==> config.mk <==
export PLATFORM = sky130hd
export DESIGN_NAME = ad4003_frame_packer_flat
export DESIGN_NICKNAME = d
export VERILOG_FILES = /design/src/rtl/ad4003_frame_packer_if.sv /design/src/rtl/ad4003_frame_packer.sv /design/src/flat_wrapper.sv
export SDC_FILE = /design/constraint.sdc
export NUM_CORES = 1
export LEC_CHECK = 0
export CORE_ASPECT_RATIO = 1.25
export CORE_MARGIN = 5
export CORE_UTILIZATION = 59
export DETAILED_ROUTE_END_ITERATION = 10
export PLACE_DENSITY = 0.88
export SYNTH_ARGS = -nofsm -noshare
export SYNTH_HDL_FRONTEND = slang
export SYNTH_SLANG_ARGS = --single-unit
export TNS_END_PERCENT = 1
==> constraint.sdc <==
create_clock -name clk -period 6.8 [get_ports clk]
set_input_delay 1.36 -clock clk [delete_from_list [all_inputs] [get_ports clk]]
set_output_delay 1.36 -clock clk [all_outputs]
set_load 0.01 [all_outputs]
==> src/rtl/ad4003_frame_packer_if.sv <==
// ---------------------------------------------------------------------------
// ad4003_frame_packer_if
//   32-bit AXI4-Stream master channel used by ad4003_frame_packer to hand
//   packed ADC frames to the DMA path.
//
//   Signals:
//     m_axis_tdata   32  stream data        (master -> slave)
//     m_axis_tvalid   1  stream valid       (master -> slave)
//     m_axis_tlast    1  last word of packet (master -> slave)
//     m_axis_tready   1  stream ready       (slave  -> master)
//
//   Modports:
//     master  the frame packer side
//     slave   the DMA / sink side
// ---------------------------------------------------------------------------
interface ad4003_frame_packer_if;
    logic [31:0] m_axis_tdata;
    logic        m_axis_tvalid;
    logic        m_axis_tlast;
    logic        m_axis_tready;

    modport master (
        output m_axis_tdata,
        output m_axis_tvalid,
        output m_axis_tlast,
        input  m_axis_tready
    );

    modport slave (
        input  m_axis_tdata,
        input  m_axis_tvalid,
        input  m_axis_tlast,
        output m_axis_tready
    );
endinterface

==> src/rtl/ad4003_frame_packer.sv <==
// ---------------------------------------------------------------------------
// ad4003_frame_packer
//   Downstream stage of the AD4003 deserializer. Each sample_valid pulse
//   (with enable high) snapshots a full frame of ADC_CHANNELS 18-bit samples
//   into a pending slot. Frames are moved from pending into an active slot
//   and emitted as one AXI4-Stream packet:
//     word 0      : {HDR_MAGIC, ADC_CHANNELS[7:0], frame_tag[15:0]}
//     word 1..N   : {ch_idx[5:0], 8'h00, sample[ch_idx]}  (tlast on word N)
//   When both slots are occupied a new frame is dropped and counted.
//
//   Ports:
//     clk           single clock for all logic
//     rst_n         synchronous active-low reset
//     enable        frame acceptance enable
//     sample_valid  one-cycle pulse, adc_data_arr holds a complete frame
//     adc_data_arr  packed samples, channel c at [18c +: 18]
//     m_axis        AXI4-Stream master (tdata/tvalid/tlast out, tready in)
//     frame_cnt     accepted-frame counter (wraps)
//     overflow_cnt  dropped-frame counter (saturates)
//     busy          high while a packet is in flight or pending slot full
// ---------------------------------------------------------------------------
module ad4003_frame_packer #(
    parameter int          ADC_CHANNELS   = 8,
    parameter int          ADC_DATA_WIDTH = 18,
    parameter logic [7:0]  HDR_MAGIC      = 8'hA5
) (
    input  logic                                   clk,
    input  logic                                   rst_n,
    input  logic                                   enable,
    input  logic                                   sample_valid,
    input  logic [ADC_DATA_WIDTH*ADC_CHANNELS-1:0] adc_data_arr,
    ad4003_frame_packer_if.master                  m_axis,
    output logic [15:0]                            frame_cnt,
    output logic [15:0]                            overflow_cnt,
    output logic                                   busy
);

    localparam int         FRAME_W = ADC_DATA_WIDTH * ADC_CHANNELS;
    localparam logic [7:0] CH_BYTE = 8'(ADC_CHANNELS);
    localparam logic [5:0] CH_LAST = 6'(ADC_CHANNELS - 1);

    typedef enum logic [1:0] {
        IDLE,
        HEADER,
        DATA
    } state_t;

    state_t               state_q, state_d;
    logic [5:0]           ch_idx_q, ch_idx_d;

    logic                 pend_full_q, pend_full_d;
    logic [FRAME_W-1:0]   pend_data_q, pend_data_d;
    logic [15:0]          pend_tag_q, pend_tag_d;

    logic [FRAME_W-1:0]   act_data_q, act_data_d;
    logic [15:0]          act_tag_q, act_tag_d;

    logic [15:0]          frame_cnt_q, frame_cnt_d;
    logic [15:0]          ovf_cnt_q, ovf_cnt_d;

    logic                         tvalid_w;
    logic                         handshake;
    logic                         last_word;
    logic                         move;
    logic                         frame_in;
    logic                         capture;
    logic                         drop;
    logic [ADC_DATA_WIDTH-1:0]    cur_sample;

    // ------------------------------------------------------------------
    // State register
    // ------------------------------------------------------------------
    always_ff @(posedge clk) begin
        if (!rst_n) begin
            state_q     <= IDLE;
            ch_idx_q    <= '0;
            pend_full_q <= 1'b0;
            pend_data_q <= '0;
            pend_tag_q  <= '0;
            act_data_q  <= '0;
            act_tag_q   <= '0;
            frame_cnt_q <= '0;
            ovf_cnt_q   <= '0;
        end else begin
            state_q     <= state_d;
            ch_idx_q    <= ch_idx_d;
            pend_full_q <= pend_full_d;
            pend_data_q <= pend_data_d;
            pend_tag_q  <= pend_tag_d;
            act_data_q  <= act_data_d;
            act_tag_q   <= act_tag_d;
            frame_cnt_q <= frame_cnt_d;
            ovf_cnt_q   <= ovf_cnt_d;
        end
    end

    // ------------------------------------------------------------------
    // Sample mux for the current data word
    // ------------------------------------------------------------------
    always_comb begin
        cur_sample = '0;
        for (int unsigned c = 0; c < ADC_CHANNELS; c++) begin
            if (ch_idx_q == 6'(c)) begin
                cur_sample = act_data_q[c*ADC_DATA_WIDTH +: ADC_DATA_WIDTH];
            end
        end
    end

    // ------------------------------------------------------------------
    // Next-state, slot management and counters
    // ------------------------------------------------------------------
    always_comb begin
        state_d     = state_q;
        ch_idx_d    = ch_idx_q;
        pend_full_d = pend_full_q;
        pend_data_d = pend_data_q;
        pend_tag_d  = pend_tag_q;
        act_data_d  = act_data_q;
        act_tag_d   = act_tag_q;
        frame_cnt_d = frame_cnt_q;
        ovf_cnt_d   = ovf_cnt_q;

        // tvalid depends only on registered state, never on tready.
        tvalid_w  = (state_q != IDLE);
        handshake = tvalid_w && m_axis.m_axis_tready;
        last_word = (state_q == DATA) && (ch_idx_q == CH_LAST);

        // Pending -> active transfer: either starting from idle, or chaining
        // straight into the next header on the last-word handshake.
        move = pend_full_q &&
               ((state_q == IDLE) || (handshake && last_word));

        // A move frees the pending slot in the same edge, so a frame arriving
        // on that edge is still accepted.
        frame_in = sample_valid && enable;
        capture  = frame_in && (!pend_full_q || move);
        drop     = frame_in && pend_full_q && !move;

        case (state_q)
            IDLE: begin
                if (move) begin
                    state_d = HEADER;
                end
            end
            HEADER: begin
                if (handshake) begin
                    state_d  = DATA;
                    ch_idx_d = '0;
                end
            end
            DATA: begin
                if (handshake) begin
                    if (!last_word) begin
                        ch_idx_d = ch_idx_q + 6'd1;
                    end else if (move) begin
                        state_d = HEADER;
                    end else begin
                        state_d = IDLE;
                    end
                end
            end
            default: begin
                state_d = IDLE;
            end
        endcase

        if (move) begin
            act_data_d  = pend_data_q;
            act_tag_d   = pend_tag_q;
            pend_full_d = 1'b0;
        end

        if (capture) begin
            pend_full_d = 1'b1;
            pend_data_d = adc_data_arr;
            pend_tag_d  = frame_cnt_q;
            frame_cnt_d = frame_cnt_q + 16'd1;
        end

        if (drop && (ovf_cnt_q != 16'hFFFF)) begin
            ovf_cnt_d = ovf_cnt_q + 16'd1;
        end
    end

    // ------------------------------------------------------------------
    // Outputs: all derived from registered state, so stable while stalled
    // ------------------------------------------------------------------
    always_comb begin
        m_axis.m_axis_tvalid = tvalid_w;
        m_axis.m_axis_tlast  = last_word;
        case (state_q)
            HEADER:  m_axis.m_axis_tdata = {HDR_MAGIC, CH_BYTE, act_tag_q};
            DATA:    m_axis.m_axis_tdata = {ch_idx_q, 8'h00, cur_sample};
            default: m_axis.m_axis_tdata = '0;
        endcase
    end

    assign frame_cnt    = frame_cnt_q;
    assign overflow_cnt = ovf_cnt_q;
    assign busy         = (state_q != IDLE) || pend_full_q;

endmodule

==> src/flat_wrapper.sv <==
// flat-port wrapper written by rule: the top's interface ports become plain ports
module ad4003_frame_packer_flat 
#(
    parameter int          ADC_CHANNELS   = 8,
    parameter int          ADC_DATA_WIDTH = 18,
    parameter logic [7:0]  HDR_MAGIC      = 8'hA5
)
  (clk, rst_n, enable, sample_valid, adc_data_arr, frame_cnt, overflow_cnt, busy, m_axis_m_axis_tdata, m_axis_m_axis_tvalid, m_axis_m_axis_tlast, m_axis_m_axis_tready);
  ad4003_frame_packer_if m_axis_i ();
  input  logic clk;
  input  logic rst_n;
  input  logic enable;
  input  logic sample_valid;
  input  logic [ADC_DATA_WIDTH*ADC_CHANNELS-1:0] adc_data_arr;
  output logic [15:0] frame_cnt;
  output logic [15:0] overflow_cnt;
  output logic busy;
  output wire logic [$bits(m_axis_i.m_axis_tdata)-1:0] m_axis_m_axis_tdata;
  output wire logic [$bits(m_axis_i.m_axis_tvalid)-1:0] m_axis_m_axis_tvalid;
  output wire logic [$bits(m_axis_i.m_axis_tlast)-1:0] m_axis_m_axis_tlast;
  input wire logic [$bits(m_axis_i.m_axis_tready)-1:0] m_axis_m_axis_tready;
  assign m_axis_m_axis_tdata = m_axis_i.m_axis_tdata;
  assign m_axis_m_axis_tvalid = m_axis_i.m_axis_tvalid;
  assign m_axis_m_axis_tlast = m_axis_i.m_axis_tlast;
  assign m_axis_i.m_axis_tready = m_axis_m_axis_tready;
  ad4003_frame_packer #(.ADC_CHANNELS(ADC_CHANNELS), .ADC_DATA_WIDTH(ADC_DATA_WIDTH), .HDR_MAGIC(HDR_MAGIC)) u_core (.clk(clk), .rst_n(rst_n), .enable(enable), .sample_valid(sample_valid), .adc_data_arr(adc_data_arr), .m_axis(m_axis_i), .frame_cnt(frame_cnt), .overflow_cnt(overflow_cnt), .busy(busy));
endmodule
**Word-level counts from Yosys, hierarchy flattened**

Cells that the tools add are included.

- Bits in registers: 361
- Logic and storage cells: 69
- Output and inout port bits: 67
- Input port bits: 149

- $add $sub $neg: 3
- Reduce and logical (&&, ||, !) cells: 21
- Muxes and demuxes: 21
- Eq/ne operators: 15

Operator list:

| operator | count |
|---|---|
| $mux W18 | 8 |
| $pmux W32 S2 | 1 |
| $add A16 B1 Y16 const B | 2 |
| $eq A6 B3 Y1 const B | 4 |
| $mux W6 | 3 |
| $ne A16 B16 Y1 const B | 1 |
| $eq A6 B2 Y1 const B | 2 |
| $pmux W6 S2 | 1 |
| $logic_and A1 B1 Y1 | 9 |
| $mux W2 | 4 |
| $reduce_and A4 Y1 | 2 |
| $add A6 B1 Y6 const B | 1 |
| $eq A6 B1 Y1 const B | 1 |
| $logic_not A6 Y1 | 1 |
| $ne A2 B1 Y1 const B | 3 |
| $pmux W2 S3 | 1 |
| $reduce_bool A2 Y1 | 3 |
| $ne A2 B2 Y1 const B | 2 |
| $logic_or A1 B1 Y1 | 3 |
| $mux W1 | 3 |
| $eq A2 B1 Y1 const B | 1 |
| $eq A2 B2 Y1 const B | 1 |
| $logic_not A1 Y1 | 2 |
| $logic_not A2 Y1 | 1 |

**Logic depth before layout (Yosys ltp)**

Gate-level depths: netlist of the first run.

- Depth after elaboration: 10
- Depth in mapped cells: 10
- Gate-level depth less buffers: 7

**Worst setup path after synthesis of the first run**

Ideal clock, no wire load.

- Path kind: register to output
- Start point: reg u_core.ch_idx_q[0]
- End point: out m_axis_m_axis_tdata[11]
- Buffers on the path: 2
- Data required time: 5,440 ps
- Cell stages (with the launch flop): 9
- Data arrival time: 2,109 ps
- Slack: 3,331 ps
- Path through: dfxtp_1 > inv_1 > ha_1 > or3b_4 > or3b_2 > buf_2 > buf_2 > o211a_1 > o21ai_0

- Cells in the longest elaborated chain, start to end: 10
- Elaborated cells between the ends (all ways): 17
- Classes of those cells: 7 x eq/ne; 9 x mux; 1 x reduce/logical

RTL lines:

| what | line | source |
|---|---|---|
| from (decl) | ad4003_frame_packer.sv:49 | `logic [5:0] ch_idx_q, ch_idx_d;` |
| from (signal assigned) | ad4003_frame_packer.sv:86 | `ch_idx_q <= ch_idx_d;` |
| $logic_not A6 Y1 | ad4003_frame_packer.sv:103 | `if (ch_idx_q == 6'(c)) begin` |
| $mux W18 (7 in series) | ad4003_frame_packer.sv:103 |  |
| $mux W18 * | ad4003_frame_packer.sv:103 |  |
| $pmux W32 S2 * | ad4003_frame_packer.sv:191 | `case (state_q)` |
| to (decl) | flat_wrapper.sv:18 | `output wire logic [$bits(m_axis_i.m_axis_tdata)-1:0] m_axis_m_axis_tdata;` |

Mark *: on every way between the ends. The rest lies on a longest branch, timed or not.

**Worst setup path in the final report of the first run**

- Start point: reg u_core.ch_idx_q[0]
- End point: out m_axis_m_axis_tdata[7]

Same word-level chain as after synthesis.

==> results.md, run 1 <==
- Status: finished clean
- Clk_lat worst skew: 0.51 ns
- Total leakage power: 0.00600 µW
- Max-slew violations: 0
- P&R area growth vs syn: 20.1%
- Clock-pin slew on the worst setup and hold paths: 0.06 ns
- Global-route wire length before repair: 69,000 µm
- Crit share post-route: 0.763
- DR vias/cell: 5.88
- Initial drt markers: 1,310
- Peak supply drop: 0.000198 V
- H-tree levels: 2
- Max-cap violation count: 0
- Area of the mapped netlist: 15,000 µm²
- Ports: 216
- Ys flop type: dfxtp_1
- Core Rows: 65
- Post-synth ARST share: 0
- Initial antenna violation count: 0
- Drt pass-1 iters: 5
- # resized after CTS: 0
- Unique masters post-synth: 56
- Register area share after synthesis: 0.483
- Final net count: 2,195
- CP required: 5.44 ns
- Synth warnings: 0
- Reg-to-reg setup timing slack: 3.58 ns
- Max Clock Skew: 0.0146 ns
- Die span in x: 152 µm
- Initial Util: 0.596
- DR DRC count: 0
- Power, Total: 4390 µW
- Hold Fails Final Rpt: 0
- Cell Pwr Density: 244 nW/µm²
- DP HPWL: 29,500 µm
- Maximum clock frequency: 193 MHz
- Ant. Diodes: 0
- Core area: 25,100 µm²
- Critical Path Fanout Max: 28
- Mapped Cells: 1,948
- CTS Hold Buffers Added: 0
- Root Driver: clkbuf_16
- RSZ-0062 raised after global routing: false
- RD Place Congestion: 0.924
- Area occupied by multi-input gates: 6990 µm²
- Mean Syn Cell Area: 7.68 µm²
- Worst rel slew slack: 0.245
- Setup Crit Path Kind: register to output port
- Fin crit period: 5.19 ns
- # port buffers: 209
- Drt total wl: 43,300 µm
- Post-synth EDFFs: 0
- Setup tns final: 0 ns
- # clock sinks: 361
- Num CTS Buffers: 35
- Layout cells sized above 1: 0.0432
- Setup crit start kind: register
- Final setup violation count: 0
- Post-CTS Setup Repair Bufs: 0
- Total GRT Usage: 0.289
- Storage cell area: 7230 µm²
- Die area: 28,700 µm²
- Wire length per cell: 18.1 µm
- GRT overflow: 0
- Max Root-Sink Buffers: 3
- Vias in the first global route: 13,400
- Antenna viol nets, final: 0
- Filler instances: 1,902
- Largest net degree at the start of global routing: 207
- Synth Register Bits: 361
- Arrival @ worst endpoint: 3.83 ns
- Via count: 14,100
- CP Capture Type: output port
- CTS tree: done
- Die height: 188 µm
- Worst hold path class: register to register
- Tightest Pin Transition: 1.13 ns
worst max-delay path, stage by stage, from the launching register on:
cell,delay (ns)
dfxtp_1,0.42
ha_1,0.83
mux2i_1,0.16
or4_1,0.79
o221ai_1,0.21
o211a_1,0.20
o21ai_0,0.16
clkdlybuf4s50_1,0.52
power by group:
part,leakage [µW],internal (µW),switching (µW)
Sequential,0.00293,2170,33.9
Clock,0.000552,1050,804
Combinational,0.00252,135,197
cell type report:
| class | count | area share |
|---|---|---|
| clock buffer | 48 | 0.0564 |
| clock inverter | 12 | 0.00452 |
| inverter | 8 | 0.00195 |
| multi-input combinational | 1408 | 0.389 |
| sequential | 361 | 0.402 |
| tap | 335 | 0.0233 |
| timing repair buffer | 222 | 0.123 |
placed cells by master (no fill, tap or decap), types with 5 or more instances in the layout:
| cell type | instances |
|---|---|
| clkdlybuf4s50_1 | 208 |
| or3_1 | 8 |
| inv_1 | 7 |
| o21ai_0 | 223 |
| o22ai_1 | 16 |
| inv_6 | 5 |
| nor3_1 | 11 |
| clkbuf_8 | 9 |
| xor2_1 | 6 |
| nand2_1 | 550 |
| nor2_1 | 34 |
| o21ai_1 | 10 |
| dfxtp_1 | 361 |
| xnor2_1 | 18 |
| nand4_1 | 8 |
| o211a_1 | 16 |
| clkbuf_16 | 35 |
| conb_1 | 6 |
| nand3_1 | 173 |
| a22oi_1 | 16 |
| o21a_1 | 6 |
| clkinv_2 | 7 |
| o221ai_1 | 17 |
| and2_1 | 8 |
| ha_1 | 10 |
| buf_4 | 12 |
| a21oi_1 | 208 |
Yosys cell counts (all sizes together) (3+ instances only):
| master | n | area share |
|---|---|---|
| and4 | 4 | 0.0023 |
| ha | 10 | 0.0084 |
| dfxtp | 361 | 0.48 |
| o221ai | 17 | 0.0099 |
| nand3b | 3 | 0.0015 |
| inv | 8 | 0.0020 |
| nand2 | 550 | 0.14 |
| buf | 68 | 0.024 |
| o211ai | 5 | 0.0028 |
| nand2b | 3 | 0.0013 |
| or4 | 4 | 0.0020 |
| o21a | 6 | 0.0030 |
| mux2i | 4 | 0.0027 |
| or3 | 8 | 0.0033 |
| nor4b | 5 | 0.0039 |
| o22ai | 16 | 0.0067 |
| nand4 | 8 | 0.0033 |
| nor2b | 3 | 0.0013 |
| nor4 | 5 | 0.0025 |
| xnor2 | 18 | 0.011 |
| a22oi | 16 | 0.0080 |
| nand3 | 173 | 0.058 |
| and2 | 8 | 0.0033 |
| nor3 | 12 | 0.0043 |
| nor2 | 35 | 0.0089 |
| nor3b | 3 | 0.0015 |
| clkbuf | 108 | 0.027 |
| o211a | 16 | 0.011 |
| and3 | 4 | 0.0017 |
| a21oi | 209 | 0.070 |
| xor2 | 6 | 0.0035 |
| o21ai | 236 | 0.079 |
path summary, 6_finish.rpt:
kind / startpoint / to / depth (start not counted)
worst max-delay path: u_core.ch_idx_q[0] / m_axis_m_axis_tdata[7] / 7
worst min-delay path: u_core.pend_data_q[56] / u_core.pend_data_q[56] / 2
worst max register to register: u_core.ch_idx_q[0] / u_core.pend_data_q[79] / 7
worst min register to register: u_core.pend_data_q[56] / u_core.pend_data_q[56] / 2
registers in the layout (all words and copies together), names as in the netlist:
name                 count
u_core.frame_cnt        16
u_core.act_tag_q        16
u_core.ch_idx_q          6
u_core.pend_data_q     144
u_core.pend_tag_q       16
u_core.act_data_q      144
u_core.state_q           2
u_core.pend_full_q       1
u_core.overflow_cnt     16
through the flow:
stage,setup slack (ns),util,hold slack (ns),area (µm²),cells
after global placement,2.32,0.672,0.440,16900,2334
after global routing,1.39,0.715,0.474,18000,2394
after CTS,1.70,0.715,0.455,18000,2394
after floorplan,3.33,-,0.436,15000,1953
final,1.61,0.715,0.454,18000,2394
after detailed placement,2.26,0.672,0.447,16900,2334
routing by layer:
metal	vias to the layer above	GRT usage	routed length, µm
met4	0	0.138	2350
met5	-	0	0
li1	6796	-	-
met1	6579	0.362	17000
met2	579	0.488	20900
met3	124	0.0434	3080
logic make-up after synthesis:
kind of cell    count (synthesis)  synth area share
xor+xnor                       24            0.0140
fa+ha+maj                      10           0.00836
flops                         361             0.483
mux                             6           0.00468
simple gates                  832             0.240
other cells                     1          0.000251
buf+inv                       184            0.0529
compound gates                530             0.197
Power figures use the tool's default switching activity.
==> inputs of run 2 (changes only) <==
--- a/config.mk
+++ b/config.mk
@@ -7,9 +7,9 @@
 export LEC_CHECK = 0
 export CORE_ASPECT_RATIO = 1.25
 export CORE_MARGIN = 5
-export CORE_UTILIZATION = 59
+export CORE_UTILIZATION = 54
 export DETAILED_ROUTE_END_ITERATION = 10
-export PLACE_DENSITY = 0.88
+export PLACE_DENSITY = 0.81
 export SYNTH_ARGS = -nofsm -noshare
 export SYNTH_HDL_FRONTEND = slang
 export SYNTH_SLANG_ARGS = --single-unit
==> constraint.sdc (replaced) <==
create_clock -name clk -period 5.17 [get_ports clk]
set_input_delay 1.034 -clock clk [delete_from_list [all_inputs] [get_ports clk]]
set_output_delay 1.034 -clock clk [all_outputs]
set_load 0.01 [all_outputs]
==> run 2 against run 1 <==
  * Setup slack lost 1.3 ns
  * Critical endpoint is now m_axis_m_axis_tdata[8]
  * Largest cell class unchanged
  * Largest power group unchanged
  * First-iteration DRC count shrank 7.2%
  * Sequential cell count is the same
==> results.md, run 2 (same netlist as run 1, synthesis figures left out) <==
- Status: finished clean
- Arrival @ worst endpoint: 3.83 ns
- Die span in x: 159 µm
- Max-cap violation count: 0
- Peak supply drop: 0.000265 V
- Crit share post-route: 0.941
- Filler instances: 2,315
- Net Sw Frac: 0.231
- Final net count: 2,197
- # port buffers: 209
- CP max stage cell: ha_1
- Total GRT Usage: 0.265
- Cell Chain, Critical Path: ha_1 -> mux2i_1 -> or4_1 -> o221ai_1 -> o211a_1 -> o21ai_0 -> clkdlybuf4s50_1
- H-tree levels: 2
- P&R area growth vs syn: 20.8%
- Max Clock Skew: 0.0137 ns
- Antenna viol nets, final: 0
- Core area: 27,500 µm²
- Psw: 1360 µW
- Hold Fails Final Rpt: 0
- Layout cells sized above 1: 0.0426
- Gate power share: 0.075
- DP HPWL: 30,100 µm
- Power share of the sequential group: 0.493
- # resized after CTS: 0
- Final setup violation count: 0
- Critical Path Fanout Max: 28
- Most common cell after layout, fill and taps aside: nand2_1
- M2 GR Usage: 0.456
- Global-route wire length before repair: 68,800 µm
- Wire length per cell: 18.0 µm
- Worst path max stage delay: 0.86 ns
- Delay-heaviest family, CP: adder cells
- Met1 Use GR: 0.342
- Final worst slack: 0.303 ns
- Setup tns final: 0 ns
- Cell Pwr Density: 325 nW/µm²
- CP required: 4.14 ns
- Vias in the first global route: 12,900
- Fin crit period: 4.87 ns
- Global-route met3 utilization: 0.0359
- Fin util: 0.658
- Via count: 13,900
- Drt total wl: 43,400 µm
- Tightest Pin Transition: 1.04 ns
- Int Power: 4520 µW
- Placed Cells: 2,351
- Initial Util: 0.545
- Ports: 216
- Clock power share: 0.432
- # clock sinks: 361
- Setup Crit Path Kind: register to output port
- Ant. Diodes: 0
- Total leakage power: 0.00603 µW
- Initial drt markers: 1,216
- RD Place Congestion: 0.938
- Clock-pin slew on the worst setup and hold paths: 0.07 ns
- CTS tree: done
- Worst rel slew slack: 0.303
- CP bufs+invs: 1
- Largest net degree at the start of global routing: 191
- Num CTS Buffers: 35
- GRT overflow: 0
- DR vias/cell: 5.77
- RSZ-0062 raised after global routing: false
- Drt pass-1 iters: 8
- Setup crit start kind: register
- CP Capture Type: output port
- Post-Place Worst Slack: 0.886 ns
- Post-CTS Setup Repair Bufs: 0
- Clk_lat worst skew: 0.51 ns
- Worst hold path class: register to register
- CTS Hold Buffers Added: 0
- Max Root-Sink Buffers: 3
- Die area: 31,200 µm²
- Regs by FF count: u_core.act_data_q: 144 flops, u_core.pend_data_q: 144 flops
- DR DRC count: 0
- Initial antenna violation count: 0
- Most frequent cells in the layout: 550 x nand2_1, 361 x dfxtp_1, 223 x o21ai_0, 208 x a21oi_1, 208 x clkdlybuf4s50_1
- Root Driver: clkbuf_16
- Most Used Layer, Global Route: met2
- Layout Cells excl Fill: 2,414
- Max-slew violations: 0
- Core Rows: 68
- Maximum clock frequency: 205 MHz
- Die height: 196 µm
run 2: cell count changes in the layout (fill, tap and decap cells not counted):
cell	previous run	this run
clkbuf_1	4	10
clkbuf_8	9	5
inv_6	5	1
buf_12	1	3
bufinv_16	0	2
clkbuf_16	35	37
clkinvlp_4	0	2
inv_8	1	0
run 2: stage by stage:
step	total power [µW]	area, µm²	hold slack [ns]
2_1_floorplan	3200	15000	0.436
3_3_place_gp	3380	16900	0.442
3_5_place_dp	3390	16900	0.447
4_1_cts	5910	18100	0.455
5_1_grt	6070	18100	0.474
6_report	5870	18100	0.454
run 2: worst paths after layout:
check | from | to | slack, ns | cells after the start
max | u_core.ch_idx_q[1] | m_axis_m_axis_tdata[8] | 0.30 | 7
min | u_core.pend_tag_q[11] | u_core.act_tag_q[11] | 0.45 | 2
max reg2reg | u_core.ch_idx_q[1] | u_core.pend_data_q[92] | 1.90 | 7
min reg2reg | u_core.pend_tag_q[11] | u_core.act_tag_q[11] | 0.45 | 2
run 2: power groups by stage:
stage          clock (µW)  sequential (µW)  combinational, µW
6_report             2540             2900                438
5_1_grt              2690             2900                485
4_1_cts              2570             2890                439
3_5_place_dp            0             2960                436
3_3_place_gp            0             2950                428
2_1_floorplan           0             2940                259
run 2: area by class of cell:
| type | count | area, µm² | share of cell area |
|---|---|---|---|
| Sequential cell | 361 | 7230 | 0.400 |
| Multi-Input combinational cell | 1408 | 6990 | 0.387 |
| Timing Repair Buffer | 224 | 2250 | 0.124 |
| Clock buffer | 52 | 1030 | 0.0571 |
| Tap cell | 350 | 438 | 0.0242 |
| Clock inverter | 11 | 110 | 0.00609 |
| Inverter | 8 | 35.0 | 0.00194 |
run 2: worst min-delay path: cells and delay by family (launching register included):
family	cells	cell delay (ns)
compound gates	1	0.06
flops	1	0.31
simple gates	1	0.05
run 2: per-layer routing:
metal | wire length [µm] | share of wire
met4 | 1420 | 0.033
met2 | 21400 | 0.49
met3 | 2510 | 0.058
met1 | 18100 | 0.42
met5 | 0 | 0
==> inputs of run 3 (changes only) <==
--- a/config.mk
+++ b/config.mk
@@ -5,6 +5,7 @@
 export SDC_FILE = /design/constraint.sdc
 export NUM_CORES = 1
 export LEC_CHECK = 0
+export ABC_AREA = 1
 export CORE_ASPECT_RATIO = 1.25
 export CORE_MARGIN = 5
 export CORE_UTILIZATION = 54
==> run 3 against run 2 <==
  * Clock skew is 0.0033 ns lower
  * Worst hold slack better by 0.011 ns
  * Die area about the same
  * Sequential share of layout area up 0.080 points
  * Register-to-register slack improved by 0.08 ns
  * First-iteration DRC count is 4.7% lower
  * Fmax up 2.4%
  * Critical path depth is 6 higher
  * Count of clock-buffer cells in the layout shrank 5
  * Cell count increased by 6.9%
  * Synthesized cell count grew 7.3%
  * Via count up 0.56%
  * Critical path type unchanged
  * Critical endpoint unchanged
==> results.md, run 3 <==
- Status: finished clean
- Register area share after synthesis: 0.483
- RSZ-0062 raised after global routing: false
- Worst hold path class: register to register
- Core Rows: 68
- R2r worst-path depth: 12
- Arrival @ worst endpoint: 3.72 ns
- DP HPWL: 31,000 µm
- Design area: 18,000 µm²
- Hold Fails Final Rpt: 0
- Drt total wl: 44,000 µm
- Global-route wire length before repair: 70,400 µm
- Final net count: 2,366
- # clock sinks: 361
- Most common cell after layout, fill and taps aside: nor2_1
- Most Used Layer, Global Route: met2
- P&R area growth vs syn: 20.6%
- Ant. Diodes: 0
- CTS Hold Buffers Added: 0
- CTS tree: done
- Die height: 196 µm
- Initial drt markers: 1,159
- Total leakage power: 0.00699 µW
- Mean Syn Cell Area: 7.16 µm²
- Post-Place Worst Slack: 1.02 ns
- Post-synth EDFFs: 0
- Setup tns final: 0 ns
- Global-route met3 utilization: 0.0416
- Commonest cells post-synth: 708 x nor2_1, 361 x dfxtp_1, 333 x o21ai_0
- Final setup violation count: 0
- Max Clock Skew: 0.0104 ns
- Layout Cells excl Fill: 2,581
- Largest net degree at the start of global routing: 175
- Unique masters post-synth: 32
- Post-CTS Setup Repair Bufs: 0
- Die span in x: 159 µm
- Maximum clock frequency: 210 MHz
- Ys flop type: dfxtp_1
- M2 GR Usage: 0.477
- Hold slack final: 0.464 ns
- Total GRT Usage: 0.271
- GRT overflow: 0
- Cell Pwr Density: 413 nW/µm²
- Crit share post-route: 0.920
- H-tree levels: 2
- Area of the mapped netlist: 15,000 µm²
- Cell Area, Placed: 16,900 µm²
- Worst rel slew slack: 0.295
- Final worst slack: 0.416 ns
- Cells on Worst Hold Path: 2
- Die area: 31,200 µm²
- Wire length per cell: 17.0 µm
- Layout cells sized above 1: 0.0394
- Drt pass-1 iters: 6
- Post-synth ARST share: 0
- Largest area contributor in the netlist: dfxtp_1
- Met1 Use GR: 0.333
- Ports: 216
- Num CTS Buffers: 36
- Clock-pin slew on the worst setup and hold paths: 0.06 ns
- DR vias/cell: 5.42
- Synth top area share: 0.483
- Mapped Cells: 2,090
- Most frequent cells in the layout: 708 x nor2_1, 361 x dfxtp_1, 333 x o21ai_0, 208 x clkdlybuf4s50_1, 206 x nand2_1
- Initial Util: 0.544
- RD Place Congestion: 0.966
- Peak supply drop: 0.000309 V
- Initial antenna violation count: 0
- Most common cell in the netlist: nor2_1
- Synth warnings: 0
- # port buffers: 209
- Core area: 27,500 µm²
- Placed Cells: 2,519
- CP Capture Type: output port
- Max-cap violation count: 0
- Clk_lat worst skew: 0.51 ns
- Critical Path Fanout Max: 21
- Via count: 14,000
- Vias in the first global route: 13,600
- Fin crit period: 4.75 ns
- Max-slew violations: 0
- Synth area leaders: dfxtp_1 48%, nor2_1 18%, o21ai_0 11%
- Antenna viol nets, final: 0
- Max Root-Sink Buffers: 3
- Setup Crit Path Kind: register to output port
- DR DRC count: 0
- Root Driver: clkbuf_16
- Tightest Pin Transition: 1.06 ns
- # resized after CTS: 0
- Regs by FF count: u_core.act_data_q: 144 flops, u_core.pend_data_q: 144 flops
- Synth Register Bits: 361
- CP required: 4.14 ns
- Setup crit start kind: register
==> run 3: cell types whose count changed after synthesis, sizes merged, moves of 17 or more <==
| cell | change |
|---|---|
| o221ai | -17 |
| inv | +54 |
| nand2 | -340 |
| nor3 | +19 |
| nor2 | +676 |
| nand3 | -102 |
| o21ai | +98 |
| clkbuf | -22 |
| a21oi | -114 |
==> run 3: report_power, final <==
group	switching (µW)	internal [µW]
clock	1080	1520
combinational	1030	560
sequential	199	3070
total	2310	5150
==> run 3: worst paths after layout <==
kind / from / end / slack (ns)
max: u_core.ch_idx_q[1] / m_axis_m_axis_tdata[8] / 0.42
min: u_core.pend_tag_q[12] / u_core.pend_tag_q[12] / 0.46
max reg2reg: u_core.ch_idx_q[3] / u_core.pend_data_q[81] / 1.98
min reg2reg: u_core.pend_tag_q[12] / u_core.pend_tag_q[12] / 0.46
==> run 3: cell families (layout without fill, tap and decap cells) <==
family	count (synthesis)	count (layout)	share of synthesized area
and+or+nand+nor	1037	1037	0.273
AOI/OAI and AO/OA	446	446	0.153
DFF	361	361	0.483
buffers and inverters	212	348	0.0681
xor gates and xnor gates	23	23	0.0135
adders and majority gates	10	10	0.00836
other	1	6	0.000251
==> run 3: routing by layer <==
layer	wire, µm	part of all wire
met2	21800	0.50
met5	0	0
met4	1770	0.040
met1	17900	0.41
met3	2500	0.057
==> run 3: area by class of cell <==
class                   count  area [µm²]
repair buffers            221        2220
clock inverters            15         163
clock buffers              47        1000
flip-flops and latches    361        7230
multi-input cells        1522        6750
fillers                  2392        9440
well taps                 350         438
inverters                  65         249
==> run 3: metrics by stage <==
| stage | util | power (µW) |
|---|---|---|
| floorplan | - | 4350 |
| global placement | 0.614 | 4840 |
| detailed placement | 0.614 | 4890 |
| CTS | 0.657 | 7470 |
| global route | 0.657 | 7830 |
| finish | 0.657 | 7460 |
==> run 3: worst max-delay path: stages (launching register included) <==
cell	delay (ns)
dfxtp_1	0.35
inv_1	0.12
ha_1	0.18
nand3_1	0.51
inv_1	0.63
nand2_1	0.10
nand3_1	0.10
nand2_1	0.06
nand3_1	0.09
nand2_1	0.05
nand2_1	0.12
a21oi_1	0.08
nor2_1	0.21
clkdlybuf4s50_1	0.60
